--- src/rtl/mc_ctrl_pkg.sv ---
// mc_ctrl_pkg: shared encodings for the multi-cycle MIPS-subset controller.
//   - opcode / funct constants of the supported instructions
//   - ALU operation and immediate-extension mode encodings
//   - FSM state enum, PC source and ALU operand-B select encodings
//   - decoded instruction class enum
package mc_ctrl_pkg;

  // Opcodes (IR[31:26])
  localparam logic [5:0] OP_RTYPE = 6'b000000;
  localparam logic [5:0] OP_J     = 6'b000010;
  localparam logic [5:0] OP_BEQ   = 6'b000100;
  localparam logic [5:0] OP_ADDI  = 6'b001000;
  localparam logic [5:0] OP_ORI   = 6'b001101;
  localparam logic [5:0] OP_LUI   = 6'b001111;
  localparam logic [5:0] OP_LW    = 6'b100011;
  localparam logic [5:0] OP_SW    = 6'b101011;

  // R-type funct codes (IR[5:0])
  localparam logic [5:0] FN_ADD  = 6'b100000;
  localparam logic [5:0] FN_ADDU = 6'b100001;
  localparam logic [5:0] FN_SUB  = 6'b100010;
  localparam logic [5:0] FN_SUBU = 6'b100011;
  localparam logic [5:0] FN_AND  = 6'b100100;
  localparam logic [5:0] FN_OR   = 6'b100101;
  localparam logic [5:0] FN_SLT  = 6'b101010;

  // ALU operation select
  localparam logic [2:0] ALU_ADD = 3'b000;
  localparam logic [2:0] ALU_SUB = 3'b001;
  localparam logic [2:0] ALU_AND = 3'b010;
  localparam logic [2:0] ALU_OR  = 3'b011;
  localparam logic [2:0] ALU_SLT = 3'b100;

  // Immediate extension mode
  localparam logic [2:0] EXT_ZERO  = 3'b000;
  localparam logic [2:0] EXT_SIGN  = 3'b001;
  localparam logic [2:0] EXT_UPPER = 3'b010;

  // PC source select
  localparam logic [1:0] PC_SRC_ALU    = 2'b00;
  localparam logic [1:0] PC_SRC_ALUOUT = 2'b01;
  localparam logic [1:0] PC_SRC_JUMP   = 2'b10;

  // ALU operand B select
  localparam logic [1:0] SRCB_B       = 2'b00;
  localparam logic [1:0] SRCB_FOUR    = 2'b01;
  localparam logic [1:0] SRCB_EXT     = 2'b10;
  localparam logic [1:0] SRCB_EXT_SH2 = 2'b11;

  typedef enum logic [2:0] {
    ST_IDLE  = 3'd0,
    ST_FETCH = 3'd1,
    ST_DCD   = 3'd2,
    ST_EXE   = 3'd3,
    ST_MEM   = 3'd4,
    ST_WB    = 3'd5
  } state_t;

  typedef enum logic [3:0] {
    CL_RTYPE,
    CL_ADDI,
    CL_ORI,
    CL_LUI,
    CL_LW,
    CL_SW,
    CL_BEQ,
    CL_J,
    CL_ILLEGAL
  } iclass_t;

endpackage

--- src/rtl/mc_ctrl_if.sv ---
// mc_ctrl_if: controller <-> datapath bus.
//   Datapath -> controller: opcode, funct (from IR), zero, overflow_flag
//                           (ALU status), mem_ready (memory handshake).
//   Controller -> datapath: PC/IR/memory/GPR enables, mux selects,
//                           ALU op (sel) and extension mode (ext_sel).
//   master modport: controller side; slave modport: datapath side.
interface mc_ctrl_if;
  logic [5:0] opcode;
  logic [5:0] funct;
  logic       zero;
  logic       overflow_flag;
  logic       mem_ready;

  logic       pc_wr;
  logic [1:0] pc_src;
  logic       ir_wr;
  logic       mem_rd;
  logic       mem_wr;
  logic       i_or_d;
  logic       GPRWr;
  logic       reg_dst;
  logic       mem_to_reg;
  logic       alu_srca;
  logic [1:0] alu_srcb;
  logic [2:0] sel;
  logic [2:0] ext_sel;

  modport master (
    input  opcode, funct, zero, overflow_flag, mem_ready,
    output pc_wr, pc_src, ir_wr, mem_rd, mem_wr, i_or_d, GPRWr, reg_dst,
           mem_to_reg, alu_srca, alu_srcb, sel, ext_sel
  );

  modport slave (
    output opcode, funct, zero, overflow_flag, mem_ready,
    input  pc_wr, pc_src, ir_wr, mem_rd, mem_wr, i_or_d, GPRWr, reg_dst,
           mem_to_reg, alu_srca, alu_srcb, sel, ext_sel
  );
endinterface

--- src/rtl/mc_ctrl_dec.sv ---
// mc_ctrl_dec: combinational instruction decoder.
//   opcode, funct : IR fields
//   iclass        : instruction class (unknown opcode or R-type funct -> ILLEGAL)
//   alu_sel       : ALU operation used in EXE for this instruction
//   ovf_chk       : 1 for add/sub/addi, whose GPR write is dropped on overflow
module mc_ctrl_dec
  import mc_ctrl_pkg::*;
(
  input  logic [5:0] opcode,
  input  logic [5:0] funct,
  output iclass_t    iclass,
  output logic [2:0] alu_sel,
  output logic       ovf_chk
);

  always_comb begin
    iclass  = CL_ILLEGAL;
    alu_sel = ALU_ADD;
    ovf_chk = 1'b0;
    case (opcode)
      OP_RTYPE: begin
        iclass = CL_RTYPE;
        case (funct)
          FN_ADD:  begin alu_sel = ALU_ADD; ovf_chk = 1'b1; end
          FN_ADDU: alu_sel = ALU_ADD;
          FN_SUB:  begin alu_sel = ALU_SUB; ovf_chk = 1'b1; end
          FN_SUBU: alu_sel = ALU_SUB;
          FN_AND:  alu_sel = ALU_AND;
          FN_OR:   alu_sel = ALU_OR;
          FN_SLT:  alu_sel = ALU_SLT;
          default: iclass = CL_ILLEGAL;
        endcase
      end
      OP_ADDI: begin iclass = CL_ADDI; alu_sel = ALU_ADD; ovf_chk = 1'b1; end
      OP_ORI:  begin iclass = CL_ORI;  alu_sel = ALU_OR;  end
      OP_LUI:  begin iclass = CL_LUI;  alu_sel = ALU_OR;  end
      OP_LW:   begin iclass = CL_LW;   alu_sel = ALU_ADD; end
      OP_SW:   begin iclass = CL_SW;   alu_sel = ALU_ADD; end
      OP_BEQ:  begin iclass = CL_BEQ;  alu_sel = ALU_SUB; end
      OP_J:    iclass = CL_J;
      default: iclass = CL_ILLEGAL;
    endcase
  end

endmodule

--- src/rtl/mc_ctrl.sv ---
// mc_ctrl: multi-cycle control FSM for a MIPS-subset core.
//   clk       : system clock, rising edge
//   rst       : asynchronous active-low reset
//   en        : run enable, sampled in IDLE and at instruction retire
//   bus       : mc_ctrl_if.master -- IR fields, ALU flags, mem handshake in;
//               all datapath enables and selects out
//   illegal   : one-cycle pulse in DCD for an undecodable instruction
//   state     : current FSM state (debug)
//   instr_cnt : retired-instruction counter, wraps at 2^CNT_W
module mc_ctrl
  import mc_ctrl_pkg::*;
#(
  parameter int CNT_W = 32
) (
  input  logic             clk,
  input  logic             rst,
  input  logic             en,
  mc_ctrl_if.master        bus,
  output logic             illegal,
  output logic [2:0]       state,
  output logic [CNT_W-1:0] instr_cnt
);

  state_t           state_reg, state_next;
  logic [CNT_W-1:0] instr_cnt_reg;
  logic             ovf_q;
  logic             retire;

  iclass_t    iclass;
  logic [2:0] alu_sel;
  logic       ovf_chk;

  logic       pc_wr, ir_wr, mem_rd, mem_wr, i_or_d;
  logic       gpr_wr, reg_dst, mem_to_reg, alu_srca, illegal_c;
  logic [1:0] pc_src, alu_srcb;
  logic [2:0] sel, ext_sel;

  // The IR holds the current instruction from DCD onward, so decoding the
  // live opcode/funct is stable for the rest of the instruction.
  mc_ctrl_dec u_dec (
    .opcode  (bus.opcode),
    .funct   (bus.funct),
    .iclass  (iclass),
    .alu_sel (alu_sel),
    .ovf_chk (ovf_chk)
  );

  always_ff @(posedge clk or negedge rst) begin
    if (!rst) begin
      state_reg     <= ST_IDLE;
      instr_cnt_reg <= '0;
      ovf_q         <= 1'b0;
    end else begin
      state_reg <= state_next;
      if (retire)
        instr_cnt_reg <= instr_cnt_reg + CNT_W'(1);
      // Overflow is a property of the EXE result; WB uses the latched copy.
      if (state_reg == ST_EXE)
        ovf_q <= bus.overflow_flag;
    end
  end

  always_comb begin
    state_next = state_reg;
    retire     = 1'b0;
    pc_wr      = 1'b0;
    pc_src     = PC_SRC_ALU;
    ir_wr      = 1'b0;
    mem_rd     = 1'b0;
    mem_wr     = 1'b0;
    i_or_d     = 1'b0;
    gpr_wr     = 1'b0;
    reg_dst    = 1'b0;
    mem_to_reg = 1'b0;
    alu_srca   = 1'b0;
    alu_srcb   = SRCB_B;
    sel        = ALU_ADD;
    ext_sel    = EXT_ZERO;
    illegal_c  = 1'b0;

    case (state_reg)
      ST_IDLE: begin
        if (en)
          state_next = ST_FETCH;
      end

      ST_FETCH: begin
        mem_rd   = 1'b1;
        alu_srcb = SRCB_FOUR;
        sel      = ALU_ADD;
        if (bus.mem_ready) begin
          ir_wr      = 1'b1;
          pc_wr      = 1'b1;
          pc_src     = PC_SRC_ALU;
          state_next = ST_DCD;
        end
      end

      ST_DCD: begin
        // Branch target PC + (sext(imm) << 2) lands in ALUOut for beq.
        alu_srcb = SRCB_EXT_SH2;
        ext_sel  = EXT_SIGN;
        sel      = ALU_ADD;
        case (iclass)
          CL_J: begin
            pc_wr  = 1'b1;
            pc_src = PC_SRC_JUMP;
            retire = 1'b1;
          end
          CL_ILLEGAL: begin
            illegal_c  = 1'b1;
            state_next = en ? ST_FETCH : ST_IDLE;
          end
          default: state_next = ST_EXE;
        endcase
      end

      ST_EXE: begin
        alu_srca = 1'b1;
        sel      = alu_sel;
        case (iclass)
          CL_RTYPE: begin
            alu_srcb   = SRCB_B;
            state_next = ST_WB;
          end
          CL_ADDI: begin
            alu_srcb   = SRCB_EXT;
            ext_sel    = EXT_SIGN;
            state_next = ST_WB;
          end
          CL_ORI: begin
            alu_srcb   = SRCB_EXT;
            ext_sel    = EXT_ZERO;
            state_next = ST_WB;
          end
          CL_LUI: begin
            // The datapath forces operand A to 0 under EXT_UPPER, so the
            // OR simply passes imm<<16 through.
            alu_srca   = 1'b0;
            alu_srcb   = SRCB_EXT;
            ext_sel    = EXT_UPPER;
            state_next = ST_WB;
          end
          CL_LW, CL_SW: begin
            alu_srcb   = SRCB_EXT;
            ext_sel    = EXT_SIGN;
            state_next = ST_MEM;
          end
          CL_BEQ: begin
            alu_srcb = SRCB_B;
            pc_src   = PC_SRC_ALUOUT;
            pc_wr    = bus.zero;
            retire   = 1'b1;
          end
          default: state_next = ST_IDLE;
        endcase
      end

      ST_MEM: begin
        i_or_d = 1'b1;
        mem_rd = (iclass == CL_LW);
        mem_wr = (iclass == CL_SW);
        if (bus.mem_ready) begin
          if (iclass == CL_LW)
            state_next = ST_WB;
          else
            retire = 1'b1;
        end
      end

      ST_WB: begin
        gpr_wr     = !(ovf_chk && ovf_q);
        reg_dst    = (iclass == CL_RTYPE);
        mem_to_reg = (iclass == CL_LW);
        retire     = 1'b1;
      end

      default: state_next = ST_IDLE;
    endcase

    if (retire)
      state_next = en ? ST_FETCH : ST_IDLE;
  end

  assign bus.pc_wr      = pc_wr;
  assign bus.pc_src     = pc_src;
  assign bus.ir_wr      = ir_wr;
  assign bus.mem_rd     = mem_rd;
  assign bus.mem_wr     = mem_wr;
  assign bus.i_or_d     = i_or_d;
  assign bus.GPRWr      = gpr_wr;
  assign bus.reg_dst    = reg_dst;
  assign bus.mem_to_reg = mem_to_reg;
  assign bus.alu_srca   = alu_srca;
  assign bus.alu_srcb   = alu_srcb;
  assign bus.sel        = sel;
  assign bus.ext_sel    = ext_sel;

  assign illegal   = illegal_c;
  assign state     = state_reg;
  assign instr_cnt = instr_cnt_reg;

endmodule

--- src/flat_wrapper.sv ---
// flat-port wrapper written by rule: the top's interface ports become plain ports
module mc_ctrl_flat import mc_ctrl_pkg::*;
#(
  parameter int CNT_W = 32
)
  (clk, rst, en, illegal, state, instr_cnt, bus_opcode, bus_funct, bus_zero, bus_overflow_flag, bus_mem_ready, bus_pc_wr, bus_pc_src, bus_ir_wr, bus_mem_rd, bus_mem_wr, bus_i_or_d, bus_GPRWr, bus_reg_dst, bus_mem_to_reg, bus_alu_srca, bus_alu_srcb, bus_sel, bus_ext_sel);
  mc_ctrl_if bus_i ();
  input  logic clk;
  input  logic rst;
  input  logic en;
  output logic illegal;
  output logic [2:0] state;
  output logic [CNT_W-1:0] instr_cnt;
  input wire logic [$bits(bus_i.opcode)-1:0] bus_opcode;
  input wire logic [$bits(bus_i.funct)-1:0] bus_funct;
  input wire logic [$bits(bus_i.zero)-1:0] bus_zero;
  input wire logic [$bits(bus_i.overflow_flag)-1:0] bus_overflow_flag;
  input wire logic [$bits(bus_i.mem_ready)-1:0] bus_mem_ready;
  output wire logic [$bits(bus_i.pc_wr)-1:0] bus_pc_wr;
  output wire logic [$bits(bus_i.pc_src)-1:0] bus_pc_src;
  output wire logic [$bits(bus_i.ir_wr)-1:0] bus_ir_wr;
  output wire logic [$bits(bus_i.mem_rd)-1:0] bus_mem_rd;
  output wire logic [$bits(bus_i.mem_wr)-1:0] bus_mem_wr;
  output wire logic [$bits(bus_i.i_or_d)-1:0] bus_i_or_d;
  output wire logic [$bits(bus_i.GPRWr)-1:0] bus_GPRWr;
  output wire logic [$bits(bus_i.reg_dst)-1:0] bus_reg_dst;
  output wire logic [$bits(bus_i.mem_to_reg)-1:0] bus_mem_to_reg;
  output wire logic [$bits(bus_i.alu_srca)-1:0] bus_alu_srca;
  output wire logic [$bits(bus_i.alu_srcb)-1:0] bus_alu_srcb;
  output wire logic [$bits(bus_i.sel)-1:0] bus_sel;
  output wire logic [$bits(bus_i.ext_sel)-1:0] bus_ext_sel;
  assign bus_i.opcode = bus_opcode;
  assign bus_i.funct = bus_funct;
  assign bus_i.zero = bus_zero;
  assign bus_i.overflow_flag = bus_overflow_flag;
  assign bus_i.mem_ready = bus_mem_ready;
  assign bus_pc_wr = bus_i.pc_wr;
  assign bus_pc_src = bus_i.pc_src;
  assign bus_ir_wr = bus_i.ir_wr;
  assign bus_mem_rd = bus_i.mem_rd;
  assign bus_mem_wr = bus_i.mem_wr;
  assign bus_i_or_d = bus_i.i_or_d;
  assign bus_GPRWr = bus_i.GPRWr;
  assign bus_reg_dst = bus_i.reg_dst;
  assign bus_mem_to_reg = bus_i.mem_to_reg;
  assign bus_alu_srca = bus_i.alu_srca;
  assign bus_alu_srcb = bus_i.alu_srcb;
  assign bus_sel = bus_i.sel;
  assign bus_ext_sel = bus_i.ext_sel;
  mc_ctrl #(.CNT_W(CNT_W)) u_core (.clk(clk), .rst(rst), .en(en), .bus(bus_i), .illegal(illegal), .state(state), .instr_cnt(instr_cnt));
endmodule
--- config.mk ---
export PLATFORM = sky130hd
export DESIGN_NAME = mc_ctrl_flat
export DESIGN_NICKNAME = d
export VERILOG_FILES = /design/src/rtl/mc_ctrl_pkg.sv /design/src/rtl/mc_ctrl_if.sv /design/src/rtl/mc_ctrl_dec.sv /design/src/rtl/mc_ctrl.sv /design/src/flat_wrapper.sv
export SDC_FILE = /design/constraint.sdc
export NUM_CORES = 1
export LEC_CHECK = 0
export BUFFER_PORTS_ARGS = -buffer_cell sky130_fd_sc_hd__buf_2
export CAP_MARGIN = 20
export CELL_PAD_IN_SITES_DETAIL_PLACEMENT = 1
export CELL_PAD_IN_SITES_GLOBAL_PLACEMENT = 1
export CORE_MARGIN = 2
export CORE_UTILIZATION = 43
export CTS_BUF_LIST = sky130_fd_sc_hd__clkbuf_4 sky130_fd_sc_hd__clkbuf_8
export CTS_CLUSTER_DIAMETER = 120
export DETAILED_ROUTE_END_ITERATION = 8
export PLACE_DENSITY = 0.95
export SLEW_MARGIN = 40
export SYNTH_ARGS = -nofsm -noshare
export SYNTH_HDL_FRONTEND = slang
export SYNTH_HIERARCHICAL = 1
export SYNTH_SLANG_ARGS = --single-unit
export TNS_END_PERCENT = 1
--- constraint.sdc ---
create_clock -name clk -period 8 [get_ports clk]
set_clock_uncertainty 0.2 [all_clocks]
set_input_delay 1.2 -clock clk [delete_from_list [all_inputs] [get_ports clk]]
set_output_delay 1.2 -clock clk [all_outputs]
set_load 0.05 [all_outputs]
==> results.toml, run 1 <==
[status]
outcome = "finished, final reports clean"

[clock_tree]
clkSlewWorstSetupHoldPaths_ns = 0.07
worstSkewPairLatency_ns = 0.29
cts.sinks = 36
cts_buffers = 5
htree_levels = 2
post_cts_buffers = 0
cts.hold.buffers_added = 0
ctsResizeCount = 0
cts_root_buf = "clkbuf_8"
clockBufferDepth = 2
tritoncts = "built"

[route]
drc_errors = 0
drt_iter0_markers = 97
ant_nets = 0
top_layer = "met4"
vias_per_cell = 5.72
dr.pass1.iters = 4
wl_met1_um = 3020
dr_wl_met3_um = 321
vias = 2260
routed_wl_um = 6860
avgRoutedWirePerCell_um = 17.4
met2_length_um = 3420

[min_path]
worstHoldStart = "u_core/instr_cnt[31]$_DFFE_PN0P_"
whs_path_depth = 1
hold_class = "register to register"

[pwr]
p_switching_uw = 349
clockPowerShare_pct = 19.4
power_frac_comb_pct = 45.9
leakagePower_uw = 0.00123
ir_drop_mv = 0.162
pwr-share-seq_pct = 34.7
swShare_pct = 50.0
internal_power_uw = 349
power_density_nw_per_um2 = 245

[final_layout]
largest_reg_flops = 32
final_util_pct = 52.4
antenna_cells = 0
drive_gt1_share_pct = 30.3
area_delta_synth_final_pct = 18.8
nNetsFinal = 341
layout_commonest_cell = "buf_2"
mostFrequentLayoutCells = "70 x buf_2, 36 x dfrtp_1, 25 x nand2_1, 20 x xnor2_1"

[yosys]
synth_fa_ha_area_share_pct = 0.522
synth-simple-area-share_pct = 36.5
synth_top_family_by_area = "simple AND/OR/NAND/NOR gates"
synthCells = 260
synth-compound-area-share_pct = 7.62
synth_cell_type_count = 51
yosys_most_used_dff = "dfrtp_1"
yosys_warnings = 6
muxShareOfSynthArea_pct = 0.835
synth.avg_cell_area_um2 = 9.23
syn-num-nets = 279
synth_xor_area_share_pct = 12.4
synth-seq-cells = 36
synthArstFlopShare_pct = 100
synth_edf_count = 0
yosysSeqAreaShare_pct = 37.6
synth.cell_area_um2 = 2400

[critical_path]
crit_path_end_kind = "output port"
cp-start-kind = "input pin"
crit_chain = "buf_2 -> xnor2_1 -> or4_1 -> a21oi_1 -> nand2b_2 -> or3_1 -> nor2_1 -> mux2i_1 -> nor2_1 -> buf_2"
crit_fanout = 10
cpLargestDelayFamily = "simple AND/OR/NAND/NOR gates"
worst-r2r-cell-count = 5
critPathLaunch = "bus_opcode[2]"
critPathSlowestCell = "a21oi_1"
crit_required_ns = 6.60
max_stage_delay_ns = 0.51
critPathBufInv = 2
cp_num_cells = 10
r2r_start = "u_core/state[0]$_DFFE_PN0P_"
worstPathArrival_ns = 3.60
crit_type = "input pin to output port"

[timing]
setup_viol = 0
fmax_mhz = 200
slew_violations = 0
rsz0062_at_grt = "false"
period_share_pct = 62.5
worstMarginPinSlew_ns = 0.781
tns_ns = 0
period_needed_ns = 5.00
max_slew_margin_pct = 47.9
finalHoldViolations = 0

[place]
gp_congestion = 0.896
dp_hpwl_um = 5090
port_buffers = 71

[global_route]
grt.overflow.total = 0
grt_max_degree = 37
grt_antenna_before_repair = 0
grt_pass1_vias = 2180
grt_use_total_pct = 22.7
grt_pass1_wl_um = 11000

[floorplan]
die_w_um = 78.7
start_util_pct = 44.1
fp.coreArea_um2 = 5440
dieArea_um2 = 6190
io_pins = 73
fp.dieH_um = 78.7
num_rows = 27

[flow_run]
cap_violations = 0
-- final cells by class --
| class | instances | area (um^2) |
|---|---|---|
| Sequential cell | 36 | 901 |
| Fill cell | 674 | 2590 |
| Inverter | 2 | 7.51 |
| Timing Repair Buffer | 71 | 358 |
| Tap cell | 72 | 90.1 |
| Clock buffer | 6 | 82.6 |
| Clock inverter | 2 | 10.0 |
| Multi-Input combinational cell | 206 | 1400 |
-- metal layers --
metal | track usage, % | vias to the layer above
li1 | - | 1056
met1 | 29.2 | 1121
met2 | 39.1 | 73
met3 | 3.56 | 10
met4 | 7.19 | 0
met5 | 0 | -
-- power by group through the flow --
| stage | sequential, uW | clock, uW | combinational, uW |
|---|---|---|---|
| 2_1_floorplan | 271 | 0 | 227 |
| 3_3_place_gp | 243 | 0 | 312 |
| 3_5_place_dp | 245 | 0 | 322 |
| 4_1_cts | 241 | 140 | 322 |
| 5_1_grt | 248 | 144 | 341 |
| 6_report | 242 | 135 | 320 |
-- cell usage after synthesis, drive strengths merged, types with 3 or more instances --
cell | instances | area [um^2]
a21oi | 11 | 55.1
and2 | 9 | 57.6
and3 | 9 | 56.3
buf | 13 | 87.6
clkbuf | 3 | 11.3
dfrtp | 36 | 901
nand2 | 25 | 93.8
nand2b | 7 | 48.8
nand3 | 15 | 75.1
nand3b | 4 | 33.8
nand4 | 9 | 56.3
nor2 | 15 | 56.3
nor3 | 12 | 70.1
nor4 | 14 | 149
nor4b | 5 | 58.8
o21ai | 7 | 35.0
or3 | 3 | 20.0
or4 | 4 | 33.8
xnor2 | 20 | 175
xor2 | 14 | 123
-- kinds of logic (layout without fill, tap and decap cells) --
family / after synthesis / after routing
AND/OR/NAND/NOR: 139 / 139
flip-flops: 36 / 36
XOR/XNOR: 34 / 34
AO/OA/AOI/OAI: 29 / 29
buffers and inverters: 18 / 81
multiplexers: 2 / 2
adder cells (fa/ha/maj): 1 / 1
other: 1 / 1
-- through the flow --
stage / hold WS, ns / area [um^2] / std cells / setup WS [ns] / power [uW]
detailed placement: 0.259 / 2750 / 387 / 3.05 / 567
floorplan: 0.246 / 2400 / 260 / 2.52 / 498
global route: 0.294 / 2850 / 395 / 2.86 / 733
global placement: 0.257 / 2750 / 387 / 3.11 / 555
finish: 0.268 / 2850 / 395 / 3.00 / 697
CTS: 0.273 / 2840 / 395 / 3.04 / 704
-- path summary, 6_finish.rpt --
| path | to | slack (ns) |
|---|---|---|
| max in group asynchronous | u_core/instr_cnt[5]$_DFFE_PN0P_ | 6.62 |
| min | u_core/instr_cnt[31]$_DFFE_PN0P_ | 0.27 |
| max reg2reg | u_core/instr_cnt[28]$_DFFE_PN0P_ | 4.98 |
| min in group asynchronous | u_core/instr_cnt[16]$_DFFE_PN0P_ | 0.65 |
| max | bus_mem_rd | 3.00 |
| min reg2reg | u_core/instr_cnt[31]$_DFFE_PN0P_ | 0.27 |
Power figures use the tool's default switching activity.
==> inputs of run 2 (changes only) <==
--- a/config.mk
+++ b/config.mk
@@ -10,11 +10,11 @@
 export CELL_PAD_IN_SITES_DETAIL_PLACEMENT = 1
 export CELL_PAD_IN_SITES_GLOBAL_PLACEMENT = 1
 export CORE_MARGIN = 2
-export CORE_UTILIZATION = 43
+export CORE_UTILIZATION = 39
 export CTS_BUF_LIST = sky130_fd_sc_hd__clkbuf_4 sky130_fd_sc_hd__clkbuf_8
 export CTS_CLUSTER_DIAMETER = 120
 export DETAILED_ROUTE_END_ITERATION = 8
-export PLACE_DENSITY = 0.95
+export PLACE_DENSITY = 0.89
 export SLEW_MARGIN = 40
 export SYNTH_ARGS = -nofsm -noshare
 export SYNTH_HDL_FRONTEND = slang
==> constraint.sdc (replaced) <==
create_clock -name clk -period 4.9 [get_ports clk]
set_clock_uncertainty 0.2 [all_clocks]
set_input_delay 0.735 -clock clk [delete_from_list [all_inputs] [get_ports clk]]
set_output_delay 0.735 -clock clk [all_outputs]
set_load 0.05 [all_outputs]
==> run 2 against run 1 <==
  * Count of clock-buffer cells in the layout is 1 higher
  * Final area is 1.4% higher
  * Flip-flop and latch count stayed put
  * Clock power is 110% higher
  * Via count is 3.1% lower
  * Critical path type unchanged
  * Largest power group unchanged
  * Highest routed layer unchanged
==> results.toml, run 2 (synthesis results as in run 1) <==
[floorplan]
io_pins = 73
dieArea_um2 = 6790
fp.dieH_um = 82.4
num_rows = 28
start_util_pct = 40.5
die_w_um = 82.4
fp.coreArea_um2 = 5920

[pwr]
ir_drop_mv = 0.316
power_density_nw_per_um2 = 415
leakagePower_uw = 0.00125

[route]
vias = 2189
drt_iter0_markers = 82
dr.pass1.iters = 4
vias_per_cell = 5.49
avgRoutedWirePerCell_um = 16.8
routed_wl_um = 6710
ant_nets = 0
drc_errors = 0

[timing]
period_share_pct = 81.2
setup_viol = 0
period_needed_ns = 3.98
slew_violations = 0
fmax_mhz = 251
finalHoldViolations = 0
worstMarginPinSlew_ns = 0.757
tns_ns = 0
rsz0062_at_grt = "false"
max_slew_margin_pct = 49.5

[clock_tree]
cts_root_buf = "clkbuf_8"
htree_levels = 2
clkSlewWorstSetupHoldPaths_ns = 0.07
cts.hold.buffers_added = 0
tritoncts = "built"
cts.sinks = 36
cts_buffers = 5
ctsResizeCount = 0
worstSkewPairLatency_ns = 0.29
post_cts_buffers = 0
clockBufferDepth = 2

[final_layout]
largest_reg_flops = 32
drive_gt1_share_pct = 30.2
final_util_pct = 48.8
nNetsFinal = 342
area_delta_synth_final_pct = 20.6
layout_commonest_cell = "buf_2"
antenna_cells = 0
stdcell_count = 399
mostFrequentLayoutCells = "70 x buf_2, 36 x dfrtp_1, 25 x nand2_1, 20 x xnor2_1"

[critical_path]
critPathSlowestCell = "a21oi_1"
cp-start-kind = "input pin"
worstPathArrival_ns = 3.04
crit_required_ns = 3.96
cpLargestDelayFamily = "simple AND/OR/NAND/NOR gates"
crit_path_end_kind = "output port"
crit_fanout = 10
crit_chain = "buf_2 -> xnor2_1 -> or3_2 -> a21oi_1 -> nand2_1 -> nor4_4 -> a211o_1 -> buf_2"
crit_type = "input pin to output port"
critPathMostFrequentCell = "buf_2"
critPathBufInv = 2
max_stage_delay_ns = 0.63

[place]
dp_hpwl_um = 5010
gp_congestion = 0.793
port_buffers = 71
dp.cells = 391

[global_route]
grt_antenna_before_repair = 0
grt.overflow.total = 0
grt_max_degree = 37
grt_pass1_wl_um = 10700
grt_pass1_vias = 2160
grt_use_total_pct = 20.6

[min_path]
hold_class = "input pin to asynchronous set/reset pin"

[status]
outcome = "finished, final reports clean"

[flow_run]
cap_violations = 0
-- run 2: path summary, 6_finish.rpt --
path	start	to	slack, ns	cells after the start
max	bus_opcode[2]	bus_pc_wr	0.92	8
min reg2reg	u_core/ovf_q$_DFFE_PN0P_	u_core/ovf_q$_DFFE_PN0P_	0.27	2
min	rst	u_core/instr_cnt[18]$_DFFE_PN0P_	0.19	1
max reg2reg	u_core/state[0]$_DFFE_PN0P_	u_core/instr_cnt[13]$_DFFE_PN0P_	2.03	5
min in group clk	u_core/ovf_q$_DFFE_PN0P_	u_core/ovf_q$_DFFE_PN0P_	0.27	2
max in group asynchronous	rst	u_core/instr_cnt[2]$_DFFE_PN0P_	3.96	1
-- run 2: cell type report --
cell class,count,area (um^2)
Timing Repair Buffer,72,365
Sequential cell,36,901
Clock buffer,7,96.3
Clock inverter,1,30.0
Tap cell,75,93.8
Inverter,2,7.51
Fill cell,728,3030
Multi-Input combinational cell,206,1400
-- run 2: worst register-to-register path: cells and delay by family, from the launching register on --
kind	cells	cell delay, ns
simple gates	4	1.58
xor+xnor	1	0.24
flops	1	0.76
-- run 2: metal layers --
| layer | part of all wire (%) | global-route usage (%) |
|---|---|---|
| met2 | 49 | 34.9 |
| met3 | 4.6 | 3.04 |
| met4 | 1.2 | 6.50 |
| met1 | 45 | 26.9 |
| met5 | 0 | 0 |
-- run 2: report_power, final --
group          leakage [uW]  internal [uW]  switching (uW)  total [uW]
sequential         0.000436            326            69.4         395
clock             0.0000645            180             106         286
combinational      0.000746            132             386         518
total               0.00125            638             562        1200
-- run 2: per-stage QoR --
| stage | hold slack, ns | worst slack [ns] | instance area [um^2] | total power [uW] |
|---|---|---|---|---|
| 2_1_floorplan | 0.239 | 0.354 | 2400 | 813 |
| 3_3_place_gp | 0.257 | 0.991 | 2760 | 906 |
| 3_5_place_dp | 0.264 | 0.825 | 2760 | 923 |
| 4_1_cts | 0.277 | 0.918 | 2890 | 1210 |
| 5_1_grt | 0.218 | 0.736 | 2890 | 1270 |
| 6_report | 0.192 | 0.922 | 2890 | 1200 |
